**config.mk**
```make
export PLATFORM = sky130hd
export DESIGN_NAME = register_file
export DESIGN_NICKNAME = d
export VERILOG_FILES = /design/src/rtl/register_file.sv
export SDC_FILE = /design/constraint.sdc
export NUM_CORES = 1
export LEC_CHECK = 0
export CAP_MARGIN = 20
export CORE_MARGIN = 3
export CORE_UTILIZATION = 45
export DETAILED_ROUTE_END_ITERATION = 10
export HOLD_SLACK_MARGIN = 0.08
export PLACE_DENSITY_LB_ADDON = 0.05
export SLEW_MARGIN = 20
export SYNTH_ARGS = -nofsm -noshare
export SYNTH_HDL_FRONTEND = slang
export SYNTH_SLANG_ARGS = --single-unit
export TNS_END_PERCENT = 5
```
**constraint.sdc**
```tcl
create_clock -name clk -period 21.7 [get_ports clk]
set_input_delay 5.425 -clock clk [delete_from_list [all_inputs] [get_ports clk]]
set_output_delay 5.425 -clock clk [all_outputs]
set_load 0.03 [all_outputs]
```
**src/rtl/register_file.sv**
```systemverilog
// 16 x 32-bit register bank with a one-hot decoded write port, two combinational read ports
// and R15 doubling as the program counter. Define REGFILE_BYPASS_EN for same-cycle read forwarding.
module register_file #(
    parameter int DATA_WIDTH = 32,
    parameter int NUM_REGS   = 16,
    parameter int ADDR_WIDTH = 4,
    parameter int PC_INDEX   = 15
) (
    input  logic                  clk,
    input  logic                  reset,
    input  logic                  write_enable,
    input  logic [ADDR_WIDTH-1:0] write_addr,
    input  logic [DATA_WIDTH-1:0] write_data,
    input  logic                  pc_load_enable,
    input  logic [DATA_WIDTH-1:0] pc_in,
    input  logic [ADDR_WIDTH-1:0] read_addr_a,
    input  logic [ADDR_WIDTH-1:0] read_addr_b,
    output logic [DATA_WIDTH-1:0] read_data_a,
    output logic [DATA_WIDTH-1:0] read_data_b,
    output logic [DATA_WIDTH-1:0] pc_out
);

    localparam int unsigned            PC_IDX  = PC_INDEX;
    localparam logic [ADDR_WIDTH-1:0]  PC_ADDR = ADDR_WIDTH'(PC_INDEX);

    logic [DATA_WIDTH-1:0] r_regs [NUM_REGS];
    logic [NUM_REGS-1:0]   w_load_en;

    always_comb begin
        w_load_en = '0;
        if (write_enable) begin
            w_load_en[write_addr] = 1'b1;
        end
    end

    // The general port has priority on R15 so a branch overrides sequential fetch.
    always_ff @(posedge clk or posedge reset) begin
        if (reset) begin
            for (int unsigned i = 0; i < NUM_REGS; i++) begin
                r_regs[i] <= '0;
            end
        end else begin
            for (int unsigned i = 0; i < NUM_REGS; i++) begin
                if (w_load_en[i]) begin
                    r_regs[i] <= write_data;
                end else if ((i == PC_IDX) && pc_load_enable) begin
                    r_regs[i] <= pc_in;
                end
            end
        end
    end

`ifdef REGFILE_BYPASS_EN
    logic w_pc_fwd;

    assign w_pc_fwd = pc_load_enable && !w_load_en[PC_IDX];

    // Forwarding is suppressed during reset so every output reads 0 while it is held.
    always_comb begin
        read_data_a = r_regs[read_addr_a];
        read_data_b = r_regs[read_addr_b];
        pc_out      = r_regs[PC_IDX];
        if (!reset) begin
            if (write_enable && (read_addr_a == write_addr)) begin
                read_data_a = write_data;
            end else if ((read_addr_a == PC_ADDR) && w_pc_fwd) begin
                read_data_a = pc_in;
            end
            if (write_enable && (read_addr_b == write_addr)) begin
                read_data_b = write_data;
            end else if ((read_addr_b == PC_ADDR) && w_pc_fwd) begin
                read_data_b = pc_in;
            end
            if (w_load_en[PC_IDX]) begin
                pc_out = write_data;
            end else if (w_pc_fwd) begin
                pc_out = pc_in;
            end
        end
    end
`else
    always_comb begin
        read_data_a = r_regs[read_addr_a];
        read_data_b = r_regs[read_addr_b];
        pc_out      = r_regs[PC_IDX];
    end
`endif

endmodule

```
==> reports/qor.yml, run 1 <==
outcome:
  status: "finished, final reports clean"
timing:
  clock.fmax_ghz: 0.0684
  grt_setup_unrepaired: "no"
  slew_violations: 0
  tightest_slew_ns: 0.970
  min_period_ns: 14.63
  tns_ns: 0
  slew_headroom_pct: 35.4
  setup_viol: 0
  finalHoldViolCount: 0
  finalCritPeriodShare_pct: 67.4
  skew_ns: 0
grt:
  grt_pass1_wl_mm: 116
  grt_max_degree: 186
  grt_overflow: 0
  gr-usage-all-layers_pct: 24.6
  antenna_found_initial: 0
  grt_pass1_vias: 17600
cts:
  hold_buffers: 0
  clockBufferDepth: 3
  cts.clk_slew.worst_paths_ns: 0.06
  cts_setup_buffers: 0
  cts_root_buf: "clkbuf_16"
  htree_levels: 2
  insertion_delay_ns: 0.61
  cts_tree: "built"
  numCtsBuffers: 57
  cts_resized: 0
  clock_sinks: 512
worst_setup_path:
  end_kind: "primary output"
  reg2reg_from: "pc_out[29]$_DFFE_PP0P_"
  arrival_ns: 9.20
  r2r_setup_slack_ns: 20.52
  reg2reg_depth: 2
  rr_endpoint: "pc_out[29]$_DFFE_PP0P_"
  cp.required_ns: 16.27
  worst_setup_path_start_kind: "input pin"
  critical_path_class: "input pin to primary output"
  cp_max_fo: 48
die:
  fp.dieArea_um2: 63200
  start_util_pct: 45.7
  die_y_um: 251
  io_pins: 176
  rows: 89
  core_um2: 59400
  die_width_um: 251
yosys:
  synth.distinct_cells: 21
  ys_seq_area_share_pct: 47.3
  syn_area_um2: 27100
  synth_seq_cells: 512
  syn_nets: 1825
  synth_warnings: 0
  syn_avg_cell_area_um2: 15.5
  netlist_instances: 1745
layout:
  final_cell_area_um2: 31300
  final_util_pct: 52.7
  synthToLayoutAreaGrowth_pct: 15.4
  drive_above_1_share_pct: 50.9
  layout_commonest_cell: "mux2_2"
  layout.nets: 1888
  mostFrequentLayoutCells: "527 x mux2_2, 512 x dfrtp_1, 256 x mux4_2"
  nFillCells: 4940
  diodes: 0
  layout.cells.non_filler: 2625
placed_design:
  io_buffers: 175
  placed_area_um2: 29200
  placed_cells: 2521
  finalWeightedCongestion: 0.741
  dp_hpwl_mm: 41.6
routing:
  drt.antenna.violating_nets: 0
  drt_iter0_drc: 1155
  num_vias: 16500
  wire_per_inst_um: 29.2
  first_pass_iters: 5
  via_per_inst: 6.27
  drcViolationCount: 0
  routed_wl_mm: 76.6
worst_hold_path:
  min_path_type: "flop to flop"
  min_to: "r_regs[427]$_DFFE_PP0P_"
  min_from: "r_regs[427]$_DFFE_PP0P_"
  holdPathStages: 1
power:
  power.leakage_uw: 0.0127
  power_uw: 3120
  ir_worst_vdd_mv: 0.0607
  power.density_nw_per_um2: 99.9
job:
  drv_cap: 0
-- metrics by stage --
step	setup slack, ns	hold slack (ns)
after detailed placement	6.94	0.498
after global placement	6.95	0.486
after CTS	6.94	0.511
final	7.07	0.513
after global routing	6.71	0.527
after floorplan	1.98	0.470
-- worst max-delay path by stage --
stage	startpoint	end	cells past startpoint	slack [ns]
2_1_floorplan	reset	pc_out[0]$_DFFE_PP0P_	1	1.98
3_3_place_gp	read_addr_b[0]	read_data_b[17]	7	6.95
3_5_place_dp	read_addr_b[0]	read_data_b[17]	7	6.94
4_1_cts	read_addr_b[0]	read_data_b[17]	7	6.94
5_1_grt	read_addr_b[0]	read_data_b[19]	7	6.71
6_report	read_addr_b[0]	read_data_b[19]	7	7.07
-- state kept, by name (all words and copies together), names as in the netlist --
name    cells
r_regs    480
pc_out     32
-- where the power goes --
part           internal (uW)  leakage [uW]  total [uW]  switching [uW]
combinational            452       0.00546         759             307
clock                    640      0.000994        1040             396
sequential              1170       0.00626        1330             156
-- logic make-up after synthesis --
| family | Yosys count | share of synthesized area (%) |
|---|---|---|
| buffers and inverters | 209 | 3.78 |
| muxes | 800 | 43.9 |
| AOI/OAI and AO/OA | 128 | 3.55 |
| DFF | 512 | 47.3 |
| and+or+nand+nor | 96 | 1.52 |
-- per-layer routing --
layer | GRT usage (%) | part of all wire, % | routed length, um
met3 | 2.82 | 4.2 | 3200
met2 | 42.6 | 51 | 39200
met4 | 6.61 | 2.3 | 1800
met1 | 33.2 | 42 | 32400
met5 | 0 | 0 | 0
-- synth_stat cells --
master / number / area, um^2
mux2_2: 527 / 5930
dfrtp_1: 512 / 12800
mux4_2: 256 / 5770
a22oi_1: 128 / 961
clkbuf_1: 91 / 342
buf_2: 71 / 355
nand2_1: 66 / 248
buf_4: 34 / 255
mux2_1: 17 / 191
nor2_1: 12 / 45.0
buf_1: 8 / 30.0
nor2b_1: 5 / 31.3
nand2b_1: 4 / 25.0
buf_6: 3 / 33.8
or3_1: 3 / 18.8
and2_1: 2 / 12.5
nand3b_1: 2 / 15.0
clkbuf_2: 1 / 5.00
inv_1: 1 / 3.75
nand3_1: 1 / 5.00
nor3b_2: 1 / 12.5
-- area by class of cell --
class / instances / area [um^2] / area share, %
tap: 773 / 967 / 3.09
timing repair buffer: 212 / 2070 / 6.63
multi-input combinational: 1024 / 13400 / 42.8
inverter: 1 / 11.3 / 0.0360
sequential: 512 / 12800 / 41.0
clock inverter: 17 / 292 / 0.932
clock buffer: 86 / 1730 / 5.52
-- worst max-delay path, stage by stage --
cell and delay (ns):
buf_8 0.45, buf_4 0.82, buf_4 0.80, mux4_2 0.60, a22oi_1 0.25, nand2_1 0.13
clkdlybuf4s50_1 0.62
(Power assumes the default switching activity.)
==> run 2, diff against run 1 <==
- clock period: 21.7 -> 12.4 ns (I/O delays scaled with it)
==> reports/qor.yml, run 2 (same netlist as run 1, synthesis figures left out) <==
placed_design:
  placed_cells: 2521
  place_ws_ns: 3.21
  io_buffers: 175
  placed_area_um2: 29200
  finalWeightedCongestion: 0.736
  dp_hpwl_mm: 42.2
timing:
  tns_ns: 0
  skew_ns: 0
  clock.fmax_ghz: 0.108
  min_period_ns: 9.22
  finalHoldViolCount: 0
  setup_viol: 0
  tightest_slew_ns: 1.14
  finalCritPeriodShare_pct: 74.3
  slew_violations: 0
  slew_headroom_pct: 23.9
  grt_setup_unrepaired: "no"
  finalWorstSetupSlack_ns: 3.18
cts:
  cts_tree: "built"
  clockBufferDepth: 3
  cts.clk_slew.worst_paths_ns: 0.06
  cts_root_buf: "clkbuf_16"
  cts_resized: 0
  numCtsBuffers: 58
  htree_levels: 2
  insertion_delay_ns: 0.61
  hold_buffers: 0
  cts_setup_buffers: 0
  clock_sinks: 512
grt:
  antenna_found_initial: 2
  grt_overflow: 0
  grt_util_met3_pct: 4.37
  grt_pass1_wl_mm: 116
  grt_util_met1_pct: 34.6
  grt_pass1_vias: 17500
  grtUsageMet2_pct: 40.4
  top_usage_layer: "met2"
  gr-usage-all-layers_pct: 24.8
  grt_max_degree: 91
die:
  rows: 89
  die_y_um: 251
  start_util_pct: 45.7
  core_um2: 59400
  io_pins: 176
  fp.dieArea_um2: 63200
  die_width_um: 251
routing:
  first_pass_iters: 5
  drt_iter0_drc: 1163
  routed_wl_mm: 77.2
  drt.antenna.violating_nets: 0
  via_per_inst: 6.33
  num_vias: 16600
  drcViolationCount: 0
  wire_per_inst_um: 29.4
worst_setup_path:
  end_kind: "primary output"
  cp.required_ns: 9.30
  cp_max_fo: 90
  critical_path_class: "input pin to primary output"
  arrival_ns: 6.12
  worst_setup_path_start_kind: "input pin"
job:
  drv_cap: 0
layout:
  mostFrequentLayoutCells: "527 x mux2_2, 512 x dfrtp_1, 256 x mux4_2"
  drive_above_1_share_pct: 50.5
  largest_reg_flops: 480
  final_cell_area_um2: 31100
  synthToLayoutAreaGrowth_pct: 14.7
  layout.nets: 1890
  layout_commonest_cell: "mux2_2"
  regMostFlops: "r_regs"
  layout.cells.non_filler: 2625
power:
  power.switching_uw: 1500
  swShare_pct: 28.4
  power_uw: 5300
  internal_power_uw: 3800
  pwr-share-clk_pct: 31.0
  seqPwrFrac_pct: 43.8
  ir_worst_vdd_mv: 0.102
  power.leakage_uw: 0.0126
  p_comb_share_pct: 25.2
  power.density_nw_per_um2: 170
worst_hold_path:
  min_path_type: "flop to flop"
outcome:
  status: "finished, final reports clean"
run 2: final timing paths:
check                                         from                      end  slack (ns)  cells after the start
min                        r_regs[248]$_DFFE_PP0P_  r_regs[248]$_DFFE_PP0P_        0.51                      1
max reg2reg                 pc_out[29]$_DFFE_PP0P_   pc_out[29]$_DFFE_PP0P_       11.26                      2
max in group asynchronous                    reset  r_regs[463]$_DFFE_PP0P_        7.27                      4
min reg2reg                r_regs[248]$_DFFE_PP0P_  r_regs[248]$_DFFE_PP0P_        0.51                      1
min in group asynchronous                    reset   r_regs[66]$_DFFE_PP0P_        3.01                      2
max                                 read_addr_a[1]           read_data_a[7]        3.18                      6
run 2: cell type report:
cell class,instances,area (um^2)
well taps,773,967
multi-input cells,1024,13400
flip-flops and latches,512,12800
inverters,1,7.51
fillers,4922,28300
repair buffers,213,2120
clock inverters,9,48.8
clock buffers,92,1740
diodes,1,2.50
run 2: through the flow:
| stage | hold slack (ns) | util [%] |
|---|---|---|
| after global placement | 0.484 | 49.3 |
| after floorplan | 0.470 | - |
| after CTS | 0.511 | 52.3 |
| after detailed placement | 0.499 | 49.3 |
| final | 0.507 | 52.4 |
| after global routing | 0.534 | 52.4 |
run 2: power groups by stage:
| stage | sequential (uW) | clock [uW] | combinational, uW |
|---|---|---|---|
| floorplan | 2250 | 0 | 1030 |
| global placement | 2320 | 0 | 1320 |
| detailed placement | 2340 | 0 | 1350 |
| CTS | 2320 | 1690 | 1350 |
| global route | 2380 | 1750 | 1430 |
| finish | 2320 | 1640 | 1340 |
run 2: layer usage:
metal / share of wire [%] / vias up
li1: - / 6883
met1: 44 / 9158
met2: 49 / 466
met3: 5.3 / 118
met4: 2.3 / 2
met5: 0.017 / -
run 2: worst max-delay path, stage by stage:
cell	delay (ns)
buf_6	0.80
buf_4	0.67
mux4_2	0.41
a22oi_1	0.23
nand2_1	0.16
clkdlybuf4s50_1	0.63
==> run 3, diff against run 2 <==
- clock period: 12.4 -> 8 ns (I/O delays scaled with it)
==> reports/qor.yml, run 3 (same netlist as run 1, synthesis figures left out) <==
layout:
  layout_commonest_cell: "mux2_2"
  final_util_pct: 52.8
  largest_reg_flops: 480
  regMostFlops: "r_regs"
  drive_above_1_share_pct: 51.1
  mostFrequentLayoutCells: "527 x mux2_2, 512 x dfrtp_1, 256 x mux4_2"
  synthToLayoutAreaGrowth_pct: 15.5
  layout.nets: 1899
timing:
  finalCritPeriodShare_pct: 82.1
  grt_setup_unrepaired: "no"
  setup_viol: 0
  finalHoldViolCount: 0
  skew_ns: 0
  hold_slack_ns: 0.509
  clock.fmax_ghz: 0.152
  min_period_ns: 6.57
  slew_headroom_pct: 32.3
  tightest_slew_ns: 1.02
  slew_violations: 0
cts:
  cts_setup_buffers: 0
  numCtsBuffers: 57
  cts_root_buf: "clkbuf_16"
  hold_buffers: 0
  clock_sinks: 512
  htree_levels: 2
  cts_tree: "built"
  cts_resized: 0
  clockBufferDepth: 3
  cts.clk_slew.worst_paths_ns: 0.06
  insertion_delay_ns: 0.61
die:
  die_width_um: 251
  io_pins: 176
  rows: 89
  fp.dieArea_um2: 63200
  start_util_pct: 45.7
  core_um2: 59400
  die_y_um: 251
routing:
  drt_iter0_drc: 1075
  routed_wl_mm: 77.9
  num_vias: 16500
  via_per_inst: 6.24
  drcViolationCount: 0
  wire_per_inst_um: 29.5
  first_pass_iters: 5
  drt.antenna.violating_nets: 0
power:
  ir_worst_vdd_mv: 0.176
  power.leakage_uw: 0.0127
  power.density_nw_per_um2: 266
outcome:
  status: "finished, final reports clean"
grt:
  antenna_found_initial: 4
  grt_pass1_vias: 17300
  grt_pass1_wl_mm: 117
  grt_overflow: 0
  gr-usage-all-layers_pct: 24.9
  grt_max_degree: 157
worst_setup_path:
  end_kind: "primary output"
  arrival_ns: 4.57
  critical_path_class: "input pin to primary output"
  cp.required_ns: 6.00
  worst_setup_path_start_kind: "input pin"
  reg2reg_from: "pc_out[31]$_DFFE_PP0P_"
  critPathLaunch: "read_addr_b[2]"
  cp_max_fo: 32
placed_design:
  dp_hpwl_mm: 46.1
  io_buffers: 175
  finalWeightedCongestion: 0.742
worst_hold_path:
  min_path_type: "flop to flop"
  min_from: "r_regs[440]$_DFFE_PP0P_"
job:
  drv_cap: 0
==> run 3: cell types whose count changed in the layout (fill, tap and decap cells not counted), moves of 2 or more <==
cell        change
clkinv_2        +4
clkinvlp_4      +2
buf_16          -2
diode_2         +2
buf_4           +8
buf_12          +6
bufinv_16       +3
buf_6           -2
clkbuf_1        -5
==> run 3: where the power goes <==
part / switching (uW) / total, uW / leakage (uW) / internal [uW]
combinational: 861 / 2100 / 0.00553 / 1230
clock: 1080 / 2650 / 0.000938 / 1570
sequential: 416 / 3600 / 0.00626 / 3180
total: 2360 / 8340 / 0.0127 / 5980
==> run 3: area by class of cell <==
cell class | instances | area (um^2)
diodes | 3 | 7.51
clock buffers | 87 | 1720
clock inverters | 18 | 174
fillers | 4938 | 28000
inverters | 1 | 7.51
multi-input cells | 1024 | 13400
flip-flops and latches | 512 | 12800
well taps | 773 | 967
repair buffers | 223 | 2220
==> run 3: path summary, 6_finish.rpt <==
check | to | slack [ns] | depth (start not counted)
min in group asynchronous | pc_out[2]$_DFFE_PP0P_ | 1.78 | 2
worst min register to register | r_regs[440]$_DFFE_PP0P_ | 0.51 | 1
max in group asynchronous | r_regs[399]$_DFFE_PP0P_ | 4.44 | 4
worst min-delay path | r_regs[440]$_DFFE_PP0P_ | 0.51 | 1
worst max register to register | pc_out[31]$_DFFE_PP0P_ | 6.86 | 2
worst max-delay path | read_data_b[3] | 1.43 | 6
==> run 3: worst max-delay path, cell delays in order <==
cell and delay [ns]:
clkdlybuf4s50_1 0.63, nor2b_4 0.19, buf_4 0.55, a22oi_1 0.32, nand2_1 0.16, clkdlybuf4s50_1 0.68
==> run 3: stage by stage <==
step                      power, uW  instance area [um^2]  setup WS, ns  setup TNS, ns  instances
after global routing           8730                 31300          1.35              0       2639
after detailed placement       5740                 29400          1.40              0       2533
after CTS                      8430                 31300          1.40              0       2638
after global placement         5680                 29400          1.25              0       2533
after floorplan                5090                 27100        -0.952        -487.59       1745
final                          8340                 31300          1.43              0       2641
==> run 3: per-layer routing <==
metal	wire length [um]	GRT usage [%]	up-vias
li1	-	-	6907
met1	34000	34.8	9001
met2	38100	41.4	459
met3	3830	3.68	108
met4	1900	6.68	2
met5	13	0	-
